===== config.mk =====
export PLATFORM = sky130hd
export DESIGN_NAME = crc32_check_flat
export DESIGN_NICKNAME = d
export VERILOG_FILES = /design/src/rtl/crc32_check_pkg.sv /design/src/rtl/crc32_check_if.sv /design/src/rtl/crc32_check.sv /design/src/flat_wrapper.sv
export SDC_FILE = /design/constraint.sdc
export NUM_CORES = 1
export LEC_CHECK = 0
export ABC_AREA = 1
export ABC_CLOCK_PERIOD_IN_PS = 2500
export BUFFER_PORTS_ARGS = -buffer_cell sky130_fd_sc_hd__buf_2
export CELL_PAD_IN_SITES_DETAIL_PLACEMENT = 2
export CELL_PAD_IN_SITES_GLOBAL_PLACEMENT = 2
export CORE_MARGIN = 2
export CORE_UTILIZATION = 33
export CTS_CLUSTER_SIZE = 20
export DETAILED_ROUTE_END_ITERATION = 12
export HOLD_SLACK_MARGIN = 0.03
export MAX_ROUTING_LAYER = met4
export PLACE_DENSITY_LB_ADDON = 0.1
export SLEW_MARGIN = 10
export SYNTH_ARGS = -nofsm -noshare
export SYNTH_HDL_FRONTEND = slang
export SYNTH_SLANG_ARGS = --single-unit

===== constraint.sdc =====
create_clock -name clk -period 2.5 [get_ports clk]
set_clock_uncertainty 0.1 [all_clocks]
set_input_delay 0.125 -clock clk [delete_from_list [all_inputs] [get_ports clk]]
set_output_delay 0.125 -clock clk [all_outputs]
set_load 0.03 [all_outputs]

===== src/rtl/crc32_check_pkg.sv =====
// Shared CRC32 constants and the byte-wise update used by both the generator
// and the checker, so the two ends of the link stay bit-identical.
package crc32_check_pkg;

    localparam logic [31:0] CRC_POLY_REFL = 32'hEDB88320;
    localparam logic [31:0] CRC_INIT      = 32'hFFFFFFFF;
    localparam logic [31:0] CRC_RESIDUE   = 32'hDEBB20E3;

    localparam logic [0:0] ST_IDLE = 1'b0;
    localparam logic [0:0] ST_RECV = 1'b1;

    localparam int DLY_BYTES = 4;

    // Reflected CRC32, one byte, LSB first; no final xor (the checker relies on the residue)
    function automatic logic [31:0] crc32_next8(input logic [31:0] crc, input logic [7:0] data);
        logic [31:0] c;
        c = crc ^ {24'd0, data};
        for (int i = 0; i < 8; i++) begin
            c = c[0] ? ((c >> 1) ^ CRC_POLY_REFL) : (c >> 1);
        end
        return c;
    endfunction

endpackage


===== src/rtl/crc32_check_if.sv =====
// Byte stream in, stripped payload stream plus per-frame check report out.
interface crc32_check_if #(
    parameter int LEN_W = 16
);
    import crc32_check_pkg::*;

    // Valid-only streams: a byte transfers on every cycle its valid is high;
    // there is no ready, so the consumer must take out_data whenever out_valid is set.
    // *_last qualifies valid; the report fields qualify crc_done.
    logic [7:0]       in_data;
    logic             in_valid;
    logic             in_last;
    logic [7:0]       out_data;
    logic             out_valid;
    logic             out_last;
    logic             crc_done;
    logic             crc_ok;
    logic             runt;
    logic             len_ovf;
    logic [LEN_W-1:0] frame_len;
    logic [0:0]       dbg_state;

    modport master (
        output in_data, in_valid, in_last,
        input  out_data, out_valid, out_last,
        input  crc_done, crc_ok, runt, len_ovf, frame_len, dbg_state
    );

    modport slave (
        input  in_data, in_valid, in_last,
        output out_data, out_valid, out_last,
        output crc_done, crc_ok, runt, len_ovf, frame_len, dbg_state
    );

endinterface


===== src/rtl/crc32_check.sv =====
// Receive-side CRC32 checker: strips the trailing 4-byte FCS through a delay
// line, forwards the payload and reports pass/fail and length per frame.
module crc32_check
    import crc32_check_pkg::*;
#(
    parameter int LEN_W = 16
) (
    input logic          clk,
    input logic          rst,
    crc32_check_if.slave bus
);

    localparam logic [LEN_W-1:0] LEN_MAX = '1;

    logic [0:0]             state_q;
    logic [31:0]            crc_q;
    logic [DLY_BYTES-1:0][7:0] dline_q;
    logic [2:0]             fill_q;
    logic [LEN_W-1:0]       len_q;
    logic                   ovf_q;

    logic [31:0]      crc_next;
    logic             emit;
    logic             end_frame;
    logic [LEN_W-1:0] len_next;
    logic             ovf_next;

    // The line only gives up its oldest byte once four newer ones exist,
    // which is exactly what keeps the FCS from ever reaching the output.
    always_comb begin
        crc_next  = crc32_next8(crc_q, bus.in_data);
        emit      = bus.in_valid && (fill_q == 3'(DLY_BYTES));
        end_frame = bus.in_valid && bus.in_last;
        len_next  = len_q;
        ovf_next  = ovf_q;
        if (emit) begin
            if (len_q == LEN_MAX) begin
                ovf_next = 1'b1;
            end else begin
                len_next = len_q + LEN_W'(1);
            end
        end
    end

    always_ff @(posedge clk) begin
        if (rst) begin
            state_q       <= ST_IDLE;
            crc_q         <= CRC_INIT;
            dline_q       <= '0;
            fill_q        <= '0;
            len_q         <= '0;
            ovf_q         <= 1'b0;
            bus.out_data  <= '0;
            bus.out_valid <= 1'b0;
            bus.out_last  <= 1'b0;
            bus.crc_done  <= 1'b0;
            bus.crc_ok    <= 1'b0;
            bus.runt      <= 1'b0;
            bus.len_ovf   <= 1'b0;
            bus.frame_len <= '0;
        end else begin
            bus.out_valid <= emit;
            bus.out_last  <= emit && bus.in_last;
            if (emit) begin
                bus.out_data <= dline_q[DLY_BYTES-1];
            end

            // Report fields are only meaningful alongside crc_done; zero otherwise.
            bus.crc_done  <= end_frame;
            bus.crc_ok    <= end_frame && emit && (crc_next == CRC_RESIDUE);
            bus.runt      <= end_frame && !emit;
            bus.len_ovf   <= end_frame && ovf_next;
            bus.frame_len <= end_frame ? len_next : '0;

            if (bus.in_valid) begin
                dline_q <= {dline_q[DLY_BYTES-2:0], bus.in_data};
                if (end_frame) begin
                    // Reinit so the next frame's first byte can land next cycle.
                    state_q <= ST_IDLE;
                    crc_q   <= CRC_INIT;
                    fill_q  <= '0;
                    len_q   <= '0;
                    ovf_q   <= 1'b0;
                end else begin
                    state_q <= ST_RECV;
                    crc_q   <= crc_next;
                    fill_q  <= emit ? fill_q : fill_q + 3'd1;
                    len_q   <= len_next;
                    ovf_q   <= ovf_next;
                end
            end
        end
    end

    assign bus.dbg_state = state_q;

endmodule


===== src/flat_wrapper.sv =====
// flat-port wrapper written by rule: the top's interface ports become plain ports
module crc32_check_flat import crc32_check_pkg::*;
#(
    parameter int LEN_W = 16
)
  (clk, rst, bus_in_data, bus_in_valid, bus_in_last, bus_out_data, bus_out_valid, bus_out_last, bus_crc_done, bus_crc_ok, bus_runt, bus_len_ovf, bus_frame_len, bus_dbg_state);
  crc32_check_if #(.LEN_W(LEN_W)) bus_i ();
  input logic clk;
  input logic rst;
  input wire logic [$bits(bus_i.in_data)-1:0] bus_in_data;
  input wire logic [$bits(bus_i.in_valid)-1:0] bus_in_valid;
  input wire logic [$bits(bus_i.in_last)-1:0] bus_in_last;
  output wire logic [$bits(bus_i.out_data)-1:0] bus_out_data;
  output wire logic [$bits(bus_i.out_valid)-1:0] bus_out_valid;
  output wire logic [$bits(bus_i.out_last)-1:0] bus_out_last;
  output wire logic [$bits(bus_i.crc_done)-1:0] bus_crc_done;
  output wire logic [$bits(bus_i.crc_ok)-1:0] bus_crc_ok;
  output wire logic [$bits(bus_i.runt)-1:0] bus_runt;
  output wire logic [$bits(bus_i.len_ovf)-1:0] bus_len_ovf;
  output wire logic [$bits(bus_i.frame_len)-1:0] bus_frame_len;
  output wire logic [$bits(bus_i.dbg_state)-1:0] bus_dbg_state;
  assign bus_i.in_data = bus_in_data;
  assign bus_i.in_valid = bus_in_valid;
  assign bus_i.in_last = bus_in_last;
  assign bus_out_data = bus_i.out_data;
  assign bus_out_valid = bus_i.out_valid;
  assign bus_out_last = bus_i.out_last;
  assign bus_crc_done = bus_i.crc_done;
  assign bus_crc_ok = bus_i.crc_ok;
  assign bus_runt = bus_i.runt;
  assign bus_len_ovf = bus_i.len_ovf;
  assign bus_frame_len = bus_i.frame_len;
  assign bus_dbg_state = bus_i.dbg_state;
  crc32_check #(.LEN_W(LEN_W)) u_core (.clk(clk), .rst(rst), .bus(bus_i));
endmodule

==> results.py <==
metrics = {
    "die": {
        "placementRows": 47,
        "floorplan.initialDensity_pct": 33.9,
        "die_height_um": 135,
        "die_width_um": 135,
        "floorplan.die_area_sq_um": 18200,
        "core_sq_um": 16600,
        "boundaryPins": 43,
    },
    "detailed_routing": {
        "drc": 0,
        "antenna_violating_nets_left": 0,
        "drtIter0Drc": 153,
        "dr.pass1.iters": 4,
        "drt-total-wl_um": 20300,
        "avgRoutedWirePerCell_um": 17.9,
        "routed_via_density": 4.99,
        "vias": 5662,
    },
    "layout": {
        "final_net_count": 918,
        "final_cell_area_sq_um": 6760,
        "area_delta_synth_final_pct": 19.7,
        "layoutNonFillerInstCount": 1134,
        "n_antenna_cell": 0,
        "final_layout_size_suffix_gt1_share_pct": 15.0,
    },
    "sta": {
        "max_slew.worst_pin.slew_ns": 0.742,
        "total_count_of_hold_check_failures_in_the_final_report": 0,
        "slew-limit-headroom_pct": 50.5,
        "finalSetupTns_ns": 0,
        "timing.final.crit_share_pct": 89.6,
        "worst_slack_ns": 0.259,
        "slew_viol_final": 0,
        "period_minus_slack_ns": 2.24,
        "max_fclk_mhz": 446,
        "final_setup_viols": 0,
        "unrepaired_setup_endpoints_after_global_routing": "false",
    },
    "critical_path": {
        "worstReg2RegEnd": "u_core.len_q[13]",
        "startpoint": "u_core.fill_q[0]",
        "reg2reg_from": "u_core.fill_q[0]",
        "crit_type": "reg -> reg",
        "cell_count_of_the_worst_reg_to_reg_path": 11,
        "critical_path.cell_chain": "inv_1 > ha_1 > nand2_1 > nor2_2 > inv_2 > nor3_2 > nand2_1 > nand2_1 > or3b_1 > nand2_1 > nor2_1",
        "crit_required_ns": 2.69,
        "critical_path.most_common_cell": "nand2_1",
        "critical-path-slowest-cell": "or3b_1",
        "regToRegSetupSlack_ns": 0.26,
        "worstSetupStartpointType": "flop",
        "critical_path_arrival_ns": 2.43,
        "cp_top_family": "simple AND/OR/NAND/NOR gates",
        "cp_max_fo": 10,
        "worst_setup_path_end_kind": "flop",
        "cpPeakStageDelay_ns": 0.37,
        "crit_buf_inv": 2,
    },
    "grt": {
        "overflow": 0,
        "largest_net_degree_at_the_start_of_global_routing": 74,
        "number_of_global_route_vias_before_repair": 6422,
        "groute.layer.met2.usage_pct": 42.8,
        "track_usage_pct": 24.4,
        "antenna_violations_before_repair": 0,
        "met3_usage_pct": 4.65,
        "grt_use_met1_pct": 27.7,
        "busiest_layer_in_global_routing": "met2",
        "grt_first_pass_wirelength_um": 33500,
    },
    "yosys": {
        "synthesis.yosys.warnings": 0,
        "yosys-top-cells-area": "dfxtp_1 (41%), nand2_1 (20%), nor2_1 (7.9%)",
        "synth_top_cell_by_area": "dfxtp_1",
        "synth.most_common_cell": "nand2_1",
        "synth_cell_types": 33,
        "synth_top_area_share_pct": 40.8,
        "synth-seq-cells": 115,
        "synth_nets": 869,
        "postSynthAreaPerCell_sq_um": 6.61,
        "synth.top_cells.by_count": "nand2_1 (294), nor2_1 (118), dfxtp_1 (115)",
        "ys_dominant_reg_cell": "dfxtp_1",
        "synthesis.area_sq_um": 5640,
        "synth-edff-count": 0,
        "synth_async_sr_flop_share_pct": 0,
        "yosysSeqAreaShare_pct": 40.8,
        "postSynthCellCount": 853,
    },
    "cts": {
        "cts_max_path_buffers": 2,
        "cts.root.buffer_cell": "clkbuf_16",
        "clkSlewWorstSetupHoldPaths_ns": 0.06,
        "tritoncts": "yes",
        "htree_levels": 4,
        "postCtsSetupRepairBufs": 0,
        "clock-sinks": 115,
        "clk-insertion-delay-late_ns": 0.42,
        "tritoncts_buffers": 17,
    },
    "flow_run": {
        "timing.max_cap.violations": 0,
    },
    "placed_design": {
        "finalWeightedCongestion": 0.857,
        "placed_area_sq_um": 6060,
        "dp_worst_setup_slack_ns": 0.314,
        "place_inst": 1094,
        "dp.final_hpwl_um": 14100,
        "port-buffer-count": 42,
    },
    "power_and_ir_drop": {
        "power.share.combinational_pct": 16.6,
        "total_switching_power_mw": 1.63,
        "p_per_area_nw_per_um2": 794,
        "p_sw_share_pct": 30.4,
        "clkPwrFrac_pct": 46.8,
        "power_leakage_nw": 3.38,
        "p_seq_share_pct": 36.6,
        "power_mw": 5.37,
        "power_report.internal_total_mw": 3.74,
        "ir_drop_uv": 485,
    },
    "worst_hold_path": {
        "hp-start": "rst",
        "worstHoldPathType": "in -> reg",
        "worstHoldEndpoint": "u_core.len_q[14]",
        "cell_count_of_the_worst_hold_path": 2,
    },
    "outcome": {
        "run_status": "finished, final reports clean",
    },
}
[state kept, by name, summed over array words and instances, names as in the netlist, 3 cells and up]
| name | cells |
|---|---|
| u_core.crc_q | 32 |
| u_core.dline_q | 32 |
| u_core.bus.frame_len | 16 |
| u_core.len_q | 16 |
| u_core.bus.out_data | 8 |
| u_core.fill_q | 3 |
[cells in the final DEF (no fill, tap or decap), types with 7 or more instances in the layout]
| master | count |
|---|---|
| dfxtp_1 | 115 |
| o21ai_0 | 57 |
| inv_2 | 10 |
| dlygate4sd3_1 | 9 |
| xnor2_1 | 7 |
| o22ai_1 | 17 |
| nand3_1 | 45 |
| xor2_1 | 9 |
| a21oi_1 | 14 |
| nand2_4 | 11 |
| buf_2 | 42 |
| inv_1 | 63 |
| nor3_1 | 16 |
| clkbuf_16 | 17 |
| nand2_2 | 28 |
| nor2_1 | 118 |
| nand2_1 | 294 |
[worst reg2reg max path: cells and delay by family, from the launching register on]
kind	cells	cell delay (ns)
buffers and inverters	2	0.26
DFF	1	0.35
and+or+nand+nor	8	1.24
adders and majority gates	1	0.16
[power groups by stage]
stage | registers [mW] | logic (mW) | clock network (mW)
final | 1.96 | 0.889 | 2.51
after global routing | 1.97 | 1.00 | 2.66
after CTS | 1.96 | 0.897 | 2.57
after detailed placement | 2.00 | 0.869 | 0
after global placement | 2.00 | 0.820 | 0
after floorplan | 1.98 | 0.606 | 0
[routing by layer]
metal | wire (um) | part of all wire (%)
met5 | 0 | 0
met4 | 541 | 2.7
met3 | 577 | 2.8
met2 | 10300 | 51
met1 | 8890 | 44
[stage by stage]
| step | hold slack [ns] | utilization (%) |
|---|---|---|
| floorplan | 0.143 | - |
| global placement | 0.336 | 36.4 |
| detailed placement | 0.344 | 36.4 |
| CTS | 0.0363 | 40.6 |
| global route | 0.0517 | 40.6 |
| finish | 0.0403 | 40.6 |
[layout make-up]
type                    instances  area, sq um
multi-input cells             637         2950
clock inverters                14          179
inverters                      74          278
clock buffers                  17          425
flip-flops and latches        115         2300
well taps                     220          275
fillers                      2019         9890
repair buffers                 57          345
[cells by family after synthesis]
group / after synthesis / synth area share, %
compound gates: 91 / 8.56
flops: 115 / 40.8
xor+xnor: 17 / 2.77
mux: 1 / 0.177
fa+ha+maj: 4 / 0.887
buf+inv: 101 / 6.99
simple gates: 524 / 39.8
[worst max-delay path by stage]
stage                   endpoint  slack [ns]  cells after the start
5_1_grt        u_core.bus.crc_ok        0.04                     16
3_3_place_gp   u_core.bus.crc_ok        0.40                     13
4_1_cts        u_core.bus.crc_ok        0.25                     16
2_1_floorplan   u_core.len_q[13]        0.74                     10
6_report        u_core.len_q[13]        0.26                     11
3_5_place_dp   u_core.bus.crc_ok        0.31                     13
[timing repair]
action	4_1_cts	5_1_grt
endpoints found under the hold margin	9	0
gates resized for setup	0	1
endpoints found under the setup margin	0	1
hold buffers	9	0
(Power assumes the default switching activity.)
